File: config.mk
export PLATFORM = sky130hd
export DESIGN_NAME = fetch_seq
export DESIGN_NICKNAME = d
export VERILOG_FILES = /design/src/rtl/fetch_pkg.sv /design/src/rtl/fetch_pc.sv /design/src/rtl/fetch_seq.sv
export SDC_FILE = /design/constraint.sdc
export NUM_CORES = 1
export LEC_CHECK = 0
export CAP_MARGIN = 10
export CELL_PAD_IN_SITES_DETAIL_PLACEMENT = 0
export CELL_PAD_IN_SITES_GLOBAL_PLACEMENT = 1
export CORE_ASPECT_RATIO = 1.1
export CORE_MARGIN = 4
export CORE_UTILIZATION = 35
export CTS_CLUSTER_DIAMETER = 100
export DETAILED_ROUTE_END_ITERATION = 10
export PLACE_DENSITY_LB_ADDON = 0.1
export SETUP_SLACK_MARGIN = 0.02
export SYNTH_ARGS = -nofsm -noshare
export SYNTH_HDL_FRONTEND = slang
export SYNTH_SLANG_ARGS = --single-unit
File: constraint.sdc
create_clock -name clk -period 4.5 [get_ports clk]
set_input_delay 0.675 -clock clk [delete_from_list [all_inputs] [get_ports clk]]
set_output_delay 0.675 -clock clk [all_outputs]
set_load 0.02 [all_outputs]
File: src/rtl/fetch_pkg.sv
// Shared types and length-field helpers for the instruction-fetch sequencer.
package fetch_pkg;

   typedef enum logic [2:0] {
      S_ADDR,
      S_WAIT,
      S_LATCH,
      S_HOLD,
      S_FAULT
   } state_t;

   // Width of the length field; a single-word ISA carries no field at all.
   function automatic int len_field_w(input int max_words);
      return (max_words > 1) ? $clog2(max_words) : 0;
   endfunction

   // The field occupies the top bits of word 0.
   function automatic int len_field_lsb(input int data_w, input int max_words);
      return data_w - len_field_w(max_words);
   endfunction

endpackage

File: src/rtl/fetch_pc.sv
// Fetch program counter: synchronous reset, load over increment, wraps silently.
module fetch_pc #(
   parameter int                ADDR_W   = 16,
   parameter logic [ADDR_W-1:0] RESET_PC = '0
) (
   input  logic              clk,
   input  logic              rst,
   input  logic              load,
   input  logic [ADDR_W-1:0] load_val,
   input  logic              inc,
   output logic [ADDR_W-1:0] pc
);

   always_ff @(posedge clk) begin
      if (rst)
         pc <= RESET_PC;
      else if (load)
         pc <= load_val;
      else if (inc)
         pc <= pc + ADDR_W'(1);
   end

endmodule

File: src/rtl/fetch_seq.sv
// Variable-length instruction fetch over the MAR/MDR handshake, with branch
// redirect, memory timeout fault and a held instruction register.
//
//   state   | meaning
//   S_ADDR  | present pc to MAR
//   S_WAIT  | memory read in flight, waiting for mfc
//   S_LATCH | word captured, pc advances
//   S_HOLD  | instruction complete, held until done
//   S_FAULT | mfc timeout, held until branch or reset
module fetch_seq
   import fetch_pkg::*;
#(
   parameter int                DATA_W    = 16,
   parameter int                ADDR_W    = 16,
   parameter int                MAX_WORDS = 4,
   parameter logic [ADDR_W-1:0] RESET_PC  = '0,
   parameter int                TIMEOUT   = 15
) (
   input  logic                                  clk,
   input  logic                                  rst,
   input  logic                                  mfc,
   input  logic [DATA_W-1:0]                     mem_data,
   input  logic                                  done,
   input  logic                                  branch_en,
   input  logic [ADDR_W-1:0]                     branch_addr,
   output logic [ADDR_W-1:0]                     mem_addr,
   output logic                                  mar_in,
   output logic                                  mem_en,
   output logic                                  mem_rw,
   output logic                                  mdr_out,
   output logic                                  ir_in,
   output logic [ADDR_W-1:0]                     pc_out,
   output logic [DATA_W*MAX_WORDS-1:0]           ir_out,
   output logic [len_field_w(MAX_WORDS):0]       ir_len,
   output logic                                  ir_valid,
   output logic                                  fetch_fault
);

   localparam int LW        = len_field_w(MAX_WORDS);
   localparam int FIELD_LSB = len_field_lsb(DATA_W, MAX_WORDS);
   localparam int LEN_W     = LW + 1;
   localparam int IDX_W     = (LW > 0) ? LW : 1;
   localparam int CNT_W     = (TIMEOUT > 1) ? $clog2(TIMEOUT) : 1;

   state_t                  state;
   state_t                  state_nxt;
   logic [IDX_W-1:0]        idx;
   logic [LEN_W-1:0]        len;
   logic [CNT_W-1:0]        cnt;
   logic [DATA_W-1:0]       ir_words [MAX_WORDS];
   logic [ADDR_W-1:0]       pc;
   logic                    last_word;
   logic                    timeout_hit;

   // Shifting by the full word width leaves zero, so MAX_WORDS=1 decodes to 1.
   function automatic logic [LEN_W-1:0] decode_len(input logic [DATA_W-1:0] w);
      return LEN_W'(w >> FIELD_LSB) + LEN_W'(1);
   endfunction

   assign last_word   = (LEN_W'(idx) == len - LEN_W'(1));
   assign timeout_hit = (TIMEOUT != 0) && (cnt == CNT_W'(TIMEOUT - 1));

   fetch_pc #(
      .ADDR_W   (ADDR_W),
      .RESET_PC (RESET_PC)
   ) u_pc (
      .clk      (clk),
      .rst      (rst),
      .load     (branch_en),
      .load_val (branch_addr),
      .inc      (state == S_LATCH),
      .pc       (pc)
   );

   always_ff @(posedge clk) begin
      if (rst)
         state <= S_ADDR;
      else
         state <= state_nxt;
   end

   always_comb begin
      state_nxt = state;
      if (branch_en) begin
         state_nxt = S_ADDR;
      end else begin
         case (state)
            S_ADDR:  state_nxt = S_WAIT;
            S_WAIT: begin
               if (mfc)
                  state_nxt = S_LATCH;
               else if (timeout_hit)
                  state_nxt = S_FAULT;
            end
            S_LATCH: state_nxt = last_word ? S_HOLD : S_ADDR;
            S_HOLD:  if (done) state_nxt = S_ADDR;
            S_FAULT: state_nxt = S_FAULT;
            default: state_nxt = S_ADDR;
         endcase
      end
   end

   // Word slot and length are captured on the edge that accepts mfc.
   always_ff @(posedge clk) begin
      if (rst) begin
         idx      <= '0;
         len      <= LEN_W'(1);
         cnt      <= '0;
         ir_words <= '{default: '0};
      end else if (branch_en) begin
         idx <= '0;
      end else begin
         case (state)
            S_ADDR: cnt <= '0;
            S_WAIT: begin
               if (mfc) begin
                  ir_words[idx] <= mem_data;
                  if (idx == '0)
                     len <= decode_len(mem_data);
               end else begin
                  cnt <= cnt + CNT_W'(1);
               end
            end
            S_LATCH: if (!last_word) idx <= idx + IDX_W'(1);
            S_HOLD: begin
               if (done) begin
                  idx      <= '0;
                  ir_words <= '{default: '0};
               end
            end
            default: ;
         endcase
      end
   end

   // The address strobe stays quiet while reset is held so reset looks idle.
   always_comb begin
      mar_in      = 1'b0;
      mem_en      = 1'b0;
      mdr_out     = 1'b0;
      ir_in       = 1'b0;
      ir_valid    = 1'b0;
      fetch_fault = 1'b0;
      case (state)
         S_ADDR:  mar_in      = !rst;
         S_WAIT:  mem_en      = 1'b1;
         S_LATCH: begin
            mdr_out = 1'b1;
            ir_in   = 1'b1;
         end
         S_HOLD:  ir_valid    = 1'b1;
         S_FAULT: fetch_fault = 1'b1;
         default: ;
      endcase
   end

   always_comb begin
      for (int i = 0; i < MAX_WORDS; i++)
         ir_out[i*DATA_W +: DATA_W] = ir_words[i];
   end

   assign mem_rw   = 1'b1;
   assign mem_addr = pc;
   assign pc_out   = pc;
   assign ir_len   = len;

endmodule

# Word level (Yosys, flattened, before mapping)
# Index checks and enable logic that the tools add are counted.
word_totals:
  reg_bits: 92
  inputBits: 37
  out_inout_bits: 106
  wordCells: 66
classes:
  add_sub_neg: 5
  n_lt_le_gt_ge: 2
  eq_ne: 11
  muxes: 23
  n_bitwise: 2
  n_reduce_logical: 14
ops:
  columns: ["op", "n"]
  rows:
  - ["$mux W64", 2]
  - ["$pmux W64 S2", 1]
  - ["$bwmux W64", 1]
  - ["$mux W16", 3]
  - ["$demux W16 S2", 1]
  - ["$add A16 B1 Y16 const B", 1]
  - ["$pmux W3 S5", 1]
  - ["$mux W3", 3]
  - ["$ne A2 B2 Y1 const B", 4]
  - ["$pmux W4 S2", 1]
  - ["$reduce_and A4 Y1", 2]
  - ["$reduce_bool A2 Y1", 4]
  - ["$eq A3 B2 Y1 const B", 2]
  - ["$mux W2", 3]
  - ["$reduce_and A3 Y1", 2]
  - ["$mux W1", 5]
  - ["$add A4 B1 Y4 const B", 1]
  - ["$eq A4 B4 Y1 const B", 1]
  - ["$mux W4", 1]
  - ["$pmux W2 S2", 1]
  - ["$add A2 B1 Y3 const B", 1]
  - ["$eq A2 B3 Y1", 1]
  - ["$eq A3 B1 Y1 const B", 1]
  - ["$eq A3 B3 Y1 const B", 1]
  - ["13 further kinds", 13]

# Depth between registers and ports, before layout
logic_depth:
  word_depth: 8
  depth_mapped: 7
  mapped_depth_nobuf: 6

# Hierarchy
# Synthesis repeated with hierarchy kept, for this count alone.
hier_totals:
  cells_unflattened: 463
  hier_area_um2: 4240.3
modules_own_cells:
  columns: ["module", "instances", "cells_each", "area_per_inst_um2", "seq_area_each_um2"]
  rows:
  - ["fetch_seq", 1, 351, 3255.6, 1521.5]
  - ["fetch_pc", 1, 112, 984.7, 320.3]

# Least setup slack after synthesis
# OpenSTA, ideal clock, no wires.
synth_path:
  path_type: "input to output"
  start: "input rst"
  end: "output mar_in"
  t_arrival_ps: 1578
  required_time_ps: 3825
  setup_slack_ps: 2247
  path_stages: 4
  n_path_buf: 3
  path_cell_list: "clkbuf_1 -> clkbuf_1 -> clkbuf_1 -> nor2_1"
synth_between:
  elab_chain_cells: 2
synth_rtl:
  columns: ["element", "line_no", "text"]
  rows:
  - ["start: declaration", "fetch_seq.sv:20", "input logic rst,"]
  - ["$logic_not A1 Y1", "fetch_seq.sv:145", "S_ADDR: mar_in = !rst;"]
  - ["$mux W1", "fetch_seq.sv:144", "case (state)"]
  - ["end: declaration", "fetch_seq.sv:27", "output logic mar_in,"]
# No other way between the ends.

# Worst setup path in the final report
layout_path:
  start: "register state[1]"
  end: "output mdr_out"
layout_between:
  elab_chain_cells: 2
layout_rtl:
  columns: ["element", "line_no", "text"]
  rows:
  - ["start: declaration", "fetch_seq.sv:45", "state_t state;"]
  - ["start signal: assignment", "fetch_seq.sv:79", "state <= state_nxt;"]
  - ["$eq A3 B2 Y1", "fetch_seq.sv:144", null]
  - ["$mux W1", "fetch_seq.sv:144", null]
  - ["end: declaration", "fetch_seq.sv:30", "output logic mdr_out,"]
# No other way between the ends.

==> results.ini <==
[outcome]
status=complete, no violations

[yosys]
synth_xor_xnor_area_share_pct=3.37
yosys.area_share.adder_pct=2.89
yosysSeqAreaShare_pct=47.2
synth-seq-cells=92
avgSynthCellArea_sq_um=9.05
synth_area_sq_um=3900
synth-simple-area-share_pct=17.8
yosysWarnings=0
ys_async_sr_fraction_pct=0
synth_cell_type_count=50
synth-edff-count=0
yosys_most_used_dff=dfxtp_1
synthTopCellsByArea=dfxtp_1 47%, a22oi_1 12%, nor2_1 8.0%, buf_4 3.7%, ha_1 2.9%
synth_top_area_cell=dfxtp_1
synth_compound_area_share_pct=19.6
muxShareOfSynthArea_pct=1.06
synth_top_area_share_pct=47.2
synth_top_family_by_area=compound AO/OA/AOI/OAI gates
syn_nets=477
synthCells=431

[power]
peakVddDrop_uv=177
p_per_area_nw_per_um2=324
leakagePower_nw=1.95

[route]
vias=3530
drtAntennaViolNets=0
drt_iter0_markers=165
drc=0
first_pass_iters=4
wl_per_cell_um=17.0
vias_per_cell=5.11
finalWirelength_um=11700

[clock_network]
cts_setup_buffers=0
cts-root-buf=clkbuf_16
hold_buffers=0
clk_pin_slew_worst_paths_ps=70
h-tree-depth=3
cts.sinks=92
cts_tree=yes
cts_buffers=9
cts_resized=0
clk_path_buf_depth=2
insertion_delay_ps=340

[sta]
min_period_ps=2960
whs_ps=455
finalHoldViolCount=0
grt_setup_unrepaired=no
slew_headroom_pct=36.9
slew_viol_final=0
fin_tns_setup_ps=0
fmax_mhz=337
period_share_pct=65.9
finClkSkew_ps=10.2
worst_pin_slew_ps=947
final-setup-viol-count=0

[global_routing]
grt_pass1_wl_um=18900
grtUsageTotal_pct=18.4
grt_max_degree=87
antenna_found_initial=0
grt_pass1_vias=3587
grt_overflow=0

[job]
drv_cap=0

[worst_hold_path]
min-delay-start=ir_out[14]$_SDFFE_PP0P_
hp-class=register to register

[worst_setup_path]
startpoint_type=register
slowest_stage=clkdlybuf4s50_1
path_buf_inv=2
critPathMaxFanout=11
critical_path_required_ps=3830
path_cells=or3b_1 -> inv_1 -> clkdlybuf4s50_1
critPathCaptureType=output pin
critPathMaxStageDelay_ps=650
critPathTopFamily=buffers and inverters
arrival_ps=2290
reg2reg_from=state[0]$_SDFFE_PP0P_
cp-startpoint=state[1]$_SDFFE_PP0P_
worstSetupPathType=register to output pin

[cells_and_area]
nets=585
drive_gt1_share_pct=5.15
n_fill_cell=1106
syn2layout_area_growth_pct=42.8
antenna_cells=0
finalInstanceArea_sq_um=5570
final_core_util_pct=51.1
layout_common_cells=140 x clkdlybuf4s50_1, 92 x dfxtp_1, 83 x nor2_1, 63 x a22oi_1, 18 x nand2_1
final_common_cell=clkdlybuf4s50_1

[die]
start_util_pct=35.8
die_area_sq_um=12900
die_y_um=119
die_w_um=109
rows=40
design.core.area_sq_um=10900
pin_count=143

[placement]
io_buffers=141
place_hpwl_um=8240
gp_congestion=0.818
place_area_sq_um=5270

[worst paths after layout]
kind,end,slack [ps],cells past startpoint
min,ir_out[14]$_SDFFE_PP0P_,460,2
max,mdr_out,1540,3
min reg2reg,ir_out[14]$_SDFFE_PP0P_,460,2
max reg2reg,ir_len[0]$_SDFFE_PP1P_,2210,4
[area by class of cell]
type | instances | area [sq um] | area share (%)
clock buffers | 9 | 225 | 4.04
clock inverters | 7 | 81.3 | 1.46
inverters | 11 | 41.3 | 0.741
multi-input cells | 278 | 1750 | 31.3
flip-flops and latches | 92 | 1840 | 33.1
well taps | 147 | 184 | 3.30
repair buffers | 147 | 1450 | 26.0
[report_power, final]
| group | internal [mW] | total, mW | leakage (nW) | switching, mW |
|---|---|---|---|---|
| Combinational | 0.0896 | 0.185 | 1.06 | 0.0951 |
| Sequential | 0.828 | 0.849 | 0.746 | 0.0213 |
| Clock | 0.438 | 0.774 | 0.141 | 0.335 |
[registers in the layout, indices dropped and copies added, names as in the netlist]
register and flops:
cnt 4, idx 2, ir_len 3, ir_out 64
state 3, u_pc.pc 16
[metal layers]
| metal | vias up | track usage, % | routed length (um) |
|---|---|---|---|
| li1 | 1730 | - | - |
| met1 | 1697 | 22.7 | 4960 |
| met2 | 99 | 29.9 | 5680 |
| met3 | 4 | 6.66 | 979 |
| met4 | 0 | 5.60 | 95 |
| met5 | - | 0 | 0 |
[kinds of logic after synthesis]
family,after synthesis
flops,92
compound gates,102
other cells,1
simple gates,147
xor+xnor,15
mux,4
fa+ha+maj,9
buf+inv,61
[cells in the mapped netlist (5+ instances only)]
master and instances:
dfxtp_1 92, nor2_1 83, a22oi_1 63, buf_4 19, nand2_1 18, clkbuf_1 17
buf_2 11, inv_1 10, xnor2_1 10, ha_1 9, a211oi_1 8, nor3_1 6
a21oi_1 5, nand2b_1 5, nand3_1 5, nand4_1 5, o211ai_1 5, xor2_1 5
[stage by stage]
step | power (mW) | cells | setup slack, ps
2_1_floorplan | 0.964 | 431 | 2250
3_3_place_gp | 1.05 | 675 | 1580
3_5_place_dp | 1.05 | 675 | 1500
4_1_cts | 1.84 | 691 | 1510
5_1_grt | 1.88 | 691 | 1440
6_report | 1.81 | 691 | 1540
[worst reg2reg max path: stages, from the launching register on]
cell and delay, ps:
dfxtp_1 560, nor4b_1 500, and3_1 780, nand2_1 170
a21o_1 190
No activity file was read; power rests on OpenSTA's default activity.
==> edit 1 (same settings) <==
Encoding of `state_t`: now one-hot (5 bits for 5 states).
--- a/src/rtl/fetch_pkg.sv
+++ b/src/rtl/fetch_pkg.sv
@@ -1,12 +1,12 @@
 // Shared types and length-field helpers for the instruction-fetch sequencer.
 package fetch_pkg;
 
-   typedef enum logic [2:0] {
-      S_ADDR,
-      S_WAIT,
-      S_LATCH,
-      S_HOLD,
-      S_FAULT
+   typedef enum logic [4:0] {
+      S_ADDR  = 5'b00001,
+      S_WAIT  = 5'b00010,
+      S_LATCH = 5'b00100,
+      S_HOLD  = 5'b01000,
+      S_FAULT = 5'b10000
    } state_t;
 
    // Width of the length field; a single-word ISA carries no field at all.
Behaviour: no difference found for any inputs over 4 cycles, from zero or initial values and one cycle with rst high; so few cycles prove little.
==> edit 1 against the original RTL <==
  * Sequential power grew 2%
  * Sequential cell count rose by 2
  * Synthesized area rose by 7.6%
  * Fmax down 4.9%
  * Cell area up 5.1%
  * Routed wire length is 3.3% higher
  * Total power is 0.74% higher
  * Worst setup slack got worse by 0.15 ns
  * Final cell count increased by 0.14%
==> edit 1: results (changes against the original RTL) <==
WIRE_PER_INST_UM=17.5  # was 17.0 um
GRT_UTIL_MET1_PCT=22.9  # was 22.7%
CLOCK-SINKS=94  # was 92
CLKBUF_COUNT=10  # was 9
STATUS='complete, no violations'  # unchanged
CORE_UM2=11600  # was 10900 um^2
PEAKVDDDROP_mV=0.229  # was 0.177 mV
MET2_USAGE_PCT=29.0  # was 29.9%
GRT_USE_TOTAL_PCT=17.5  # was 18.4%
WL_MET1_MM=5.43  # was 4.96 mm
MULTI_INPUT_COMBINATIONAL_CELL_AREA_UM2=2010  # was 1750 um^2
LEAKAGE_uW=0.00207  # was 0.00195 uW
SYNTHMUXAREASHARE_PCT=0.715  # was 1.06%
POSTSYNTHAREAPERCELL_UM2=9.81  # was 9.05 um^2
FINAL.SETUP_SKEW_NS=0.00776  # was 0.0102 ns
WORST_SLEW_PIN_SLEW_NS=1.09  # was 0.947 ns
GLOBAL_ROUTE_MET3_USAGE_PCT=3.30  # was 6.66%
ROUTED-WL-MET3_UM=616  # was 979 um
SYNTH_FA_HA_AREA_SHARE_PCT=2.68  # was 2.89%
GRT_PASS1_VIAS=3734  # was 3587
DP_CELLS=677  # was 675
POST_SYNTH_MOST_FREQUENT_CELLS='sky130_fd_sc_hd__dfxtp_1, sky130_fd_sc_hd__a22o_1, sky130_fd_sc_hd__o2bb2ai_1'  # was sky130_fd_sc_hd__dfxtp_1, sky130_fd_sc_hd__nor2_1, sky130_fd_sc_hd__a22oi_1
AVERAGE_VIAS_PER_PLACED_INSTANCE=5.32  # was 5.11
POST-ROUTE-UTIL_PCT=50.5  # was 51.1%
PLACE_WS_NS=1.59  # was 1.50 ns
COMB.MULTI_INPUT.COUNT=274  # was 278
NETLIST-CELL-TYPE-COUNT=56  # was 50
SYNTH_AREA_IN_COMPOUND_GATES_PCT=23.3  # was 19.6%
GRT_FIRST_PASS_WIRELENGTH_MM=19.3  # was 18.9 mm
POST_ROUTE_CELLS_DRIVE_ABOVE_1_SHARE_PCT=6.46  # was 5.15%
NUM-FILL-CELLS=1116  # was 1106
==> edit 1: cell types whose count changed after synthesis, sizes merged, moves of 5 or more <==
| cell | change |
|---|---|
| buf | -5 |
| inv | +6 |
| a22oi | -63 |
| nand3 | +8 |
| nand2b | +15 |
| or3 | +5 |
| a31oi | +7 |
| o2bb2ai | +32 |
| a22o | +32 |
| nor2 | -65 |
| xnor2 | -5 |
| nor2b | +17 |
==> edit 1: power by group through the flow <==
stage	registers (uW)	logic, uW	clock network (uW)
6_report	864	196	762
4_1_cts	864	198	779
3_5_place_dp	882	197	0
5_1_grt	866	212	810
3_3_place_gp	882	196	0
2_1_floorplan	890	105	0
==> edit 1: worst paths after layout <==
kind | startpoint | to | slack (ns) | depth (start not counted)
max reg2reg | u_pc.pc[0] | u_pc.pc[14] | 2.22 | 5
min reg2reg | ir_out[53] | ir_out[53] | 0.46 | 1
max | state[2] | mdr_out | 1.38 | 4
min | ir_out[53] | ir_out[53] | 0.46 | 1
==> edit 2 (same settings) <==
Made on the original files. `MAX_WORDS`: 4 -> 8.
--- a/src/rtl/fetch_seq.sv
+++ b/src/rtl/fetch_seq.sv
@@ -12,7 +12,7 @@
 #(
    parameter int                DATA_W    = 16,
    parameter int                ADDR_W    = 16,
-   parameter int                MAX_WORDS = 4,
+   parameter int                MAX_WORDS = 8,
    parameter logic [ADDR_W-1:0] RESET_PC  = '0,
    parameter int                TIMEOUT   = 15
 ) (
Interface: changed (resized ir_len and ir_out); port bits go from 143 to 208. No check against the original RTL was run, so the function may have changed too.
==> edit 2 against the original RTL <==
  * Synthesized cell count increased by 62%
  * Cell area increased by 64%
  * Worst setup slack got worse by 0.097 ns
  * Routed wire length increased by 92%
  * Total power increased by 83%
  * Hold slack improved by 0.029 ns
  * Largest cell class unchanged
  * Synthesized area increased by 65%
  * Non-clock buffer count increased by 70
  * Sequential power increased by 68%
  * Global-route usage increased by 2.8 points
  * Sequential cell count increased by 66
  * Via count increased by 71%
  * Count of clock-buffer cells in the layout increased by 9
==> edit 2: results (changes against the original RTL) <==
STATUS='complete, no violations'  # unchanged
CTS.HTREE.LEVELS=4  # was 3
POST_ROUTE_CELLS_DRIVE_ABOVE_1_SHARE_PCT=6.57  # was 5.15%
FINAL.SETUP_SKEW_NS=0.00570  # was 0.0102 ns
WORST-ENDPOINT-ARRIVAL_NS=2.39  # was 2.29 ns
CTS_INSERTED_BUFFERS=17  # was 9
WORSTHOLDENDPOINT='ir_out[81]'  # was ir_out[14]
AVERAGE_VIAS_PER_PLACED_INSTANCE=5.52  # was 5.11
R2R_SLACK_NS=1.70  # was 2.21 ns
NETLIST-CELL-TYPE-COUNT=51  # was 50
WIRE_PER_INST_UM=20.6  # was 17.0 um
WORST_R2R_PATH_DEPTH=5  # was 4
PLACEMENT.IO_BUFFERS=206  # was 141
INSERTION_DELAY_NS=0.42  # was 0.34 ns
FINAL_NETS=885  # was 585
SYNTH.YOSYS.SEQ_AREA_SHARE_PCT=49.0  # was 47.2%
MAXIMUM_NUMBER_OF_PINS_ON_ONE_NET_BEFORE_GLOBAL_ROUTE_REPAIR=129  # was 87
R2R-END='ir_out[29]'  # was ir_len[0]
DPL.HPWL_MM=15.0  # was 8.24 mm
SYNTH_TOP_CELLS_BY_AREA='sky130_fd_sc_hd__dfxtp_1, sky130_fd_sc_hd__a32oi_1, sky130_fd_sc_hd__nor2_1, sky130_fd_sc_hd__buf_4, sky130_fd_sc_hd__clkbuf_1'  # was sky130_fd_sc_hd__dfxtp_1, sky130_fd_sc_hd__a22oi_1, sky130_fd_sc_hd__nor2_1, sky130_fd_sc_hd__buf_4, sky130_fd_sc_hd__ha_1
LARGEST_REGISTER_FF_COUNT=128  # was 64
SYN-NUM-NETS=743  # was 477
POST_SYNTH_MOST_FREQUENT_CELLS='sky130_fd_sc_hd__dfxtp_1, sky130_fd_sc_hd__nor2_1, sky130_fd_sc_hd__a32oi_1'  # was sky130_fd_sc_hd__dfxtp_1, sky130_fd_sc_hd__nor2_1, sky130_fd_sc_hd__a22oi_1
GRT_PASS1_VIAS=5945  # was 3587
FINAL_CELL_COUNT_NO_FILL=1091  # was 691
GRT_USE_TOTAL_PCT=21.2  # was 18.4%
SYNTH.CELL_AREA_UM2=6450  # was 3900 um^2
CP_SLOWEST_STAGE_DELAY_NS=0.74  # was 0.65 ns
FINALWEIGHTEDCONGESTION=0.805  # was 0.818
NUM-FILL-CELLS=1669  # was 1106
-- edit 2: cell count changes after synthesis, sizes merged, moves of 8 or more --
| cell | unedited run | this run |
|---|---|---|
| a21oi | 5 | 13 |
| a22oi | 63 | 0 |
| a32oi | 0 | 128 |
| buf | 33 | 44 |
| clkbuf | 17 | 50 |
| dfxtp | 92 | 158 |
| nor2 | 83 | 157 |
| o21ai | 4 | 14 |
-- edit 2: kinds of logic after synthesis --
logic type                 count (synthesis)  share of synthesized area [%]
DFF                                      158                           49.0
buffers and inverters                    105                           8.17
muxes                                      5                          0.776
and+or+nand+nor                          226                           15.6
xor gates and xnor gates                  20                           2.72
other                                      1                         0.0581
AOI/OAI and AO/OA                        177                           22.3
adders and majority gates                  7                           1.36
-- edit 2: worst max path at each step --
stage | slack (ns) | start | cells past startpoint | to
global placement | 1.52 | mfc | 6 | ir_out[25]
global route | 1.29 | state[1] | 2 | ir_in
CTS | 1.39 | state[1] | 2 | ir_in
floorplan | 2.19 | rst | 4 | mar_in
detailed placement | 1.46 | mfc | 6 | ir_out[4]
finish | 1.44 | state[1] | 2 | mdr_out
-- edit 2: worst max-delay path, delay by kind of cell, from the launching register on --
| kind | cells | cell delay [ns] |
|---|---|---|
| flops | 1 | 0.55 |
| buf+inv | 1 | 0.74 |
| simple gates | 1 | 0.68 |
-- edit 2: cell type report --
type,count,area share [%]
repair buffers,217,23.7
well taps,238,3.27
flip-flops and latches,158,34.7
inverters,11,0.453
clock inverters,13,2.60
clock buffers,18,4.82
multi-input cells,436,30.5
-- edit 2: report_power, final --
part | internal, uW | switching (uW)
Combinational | 92.3 | 138
Clock | 1060 | 587
Sequential | 1410 | 19.4
Total | 2560 | 745
-- edit 2: routing by layer --
metal  global-route usage [%]  vias up  share of wire, %
met5                        0        -                 0
met4                     7.19        0               2.3
met3                     7.15       35               7.8
met2                     33.8      231                47
met1                     26.9     2924                42
li1                         -     2832                 -
-- edit 2: through the flow --
step	instance area, um^2	hold WS (ns)	setup WS, ns	util (%)
after global placement	8400	0.465	1.52	46.9
after detailed placement	8400	0.473	1.46	46.9
after floorplan	6450	0.479	2.19	-
final	9110	0.484	1.44	50.8
after global routing	9110	0.511	1.29	50.8
after CTS	9080	0.490	1.39	50.6
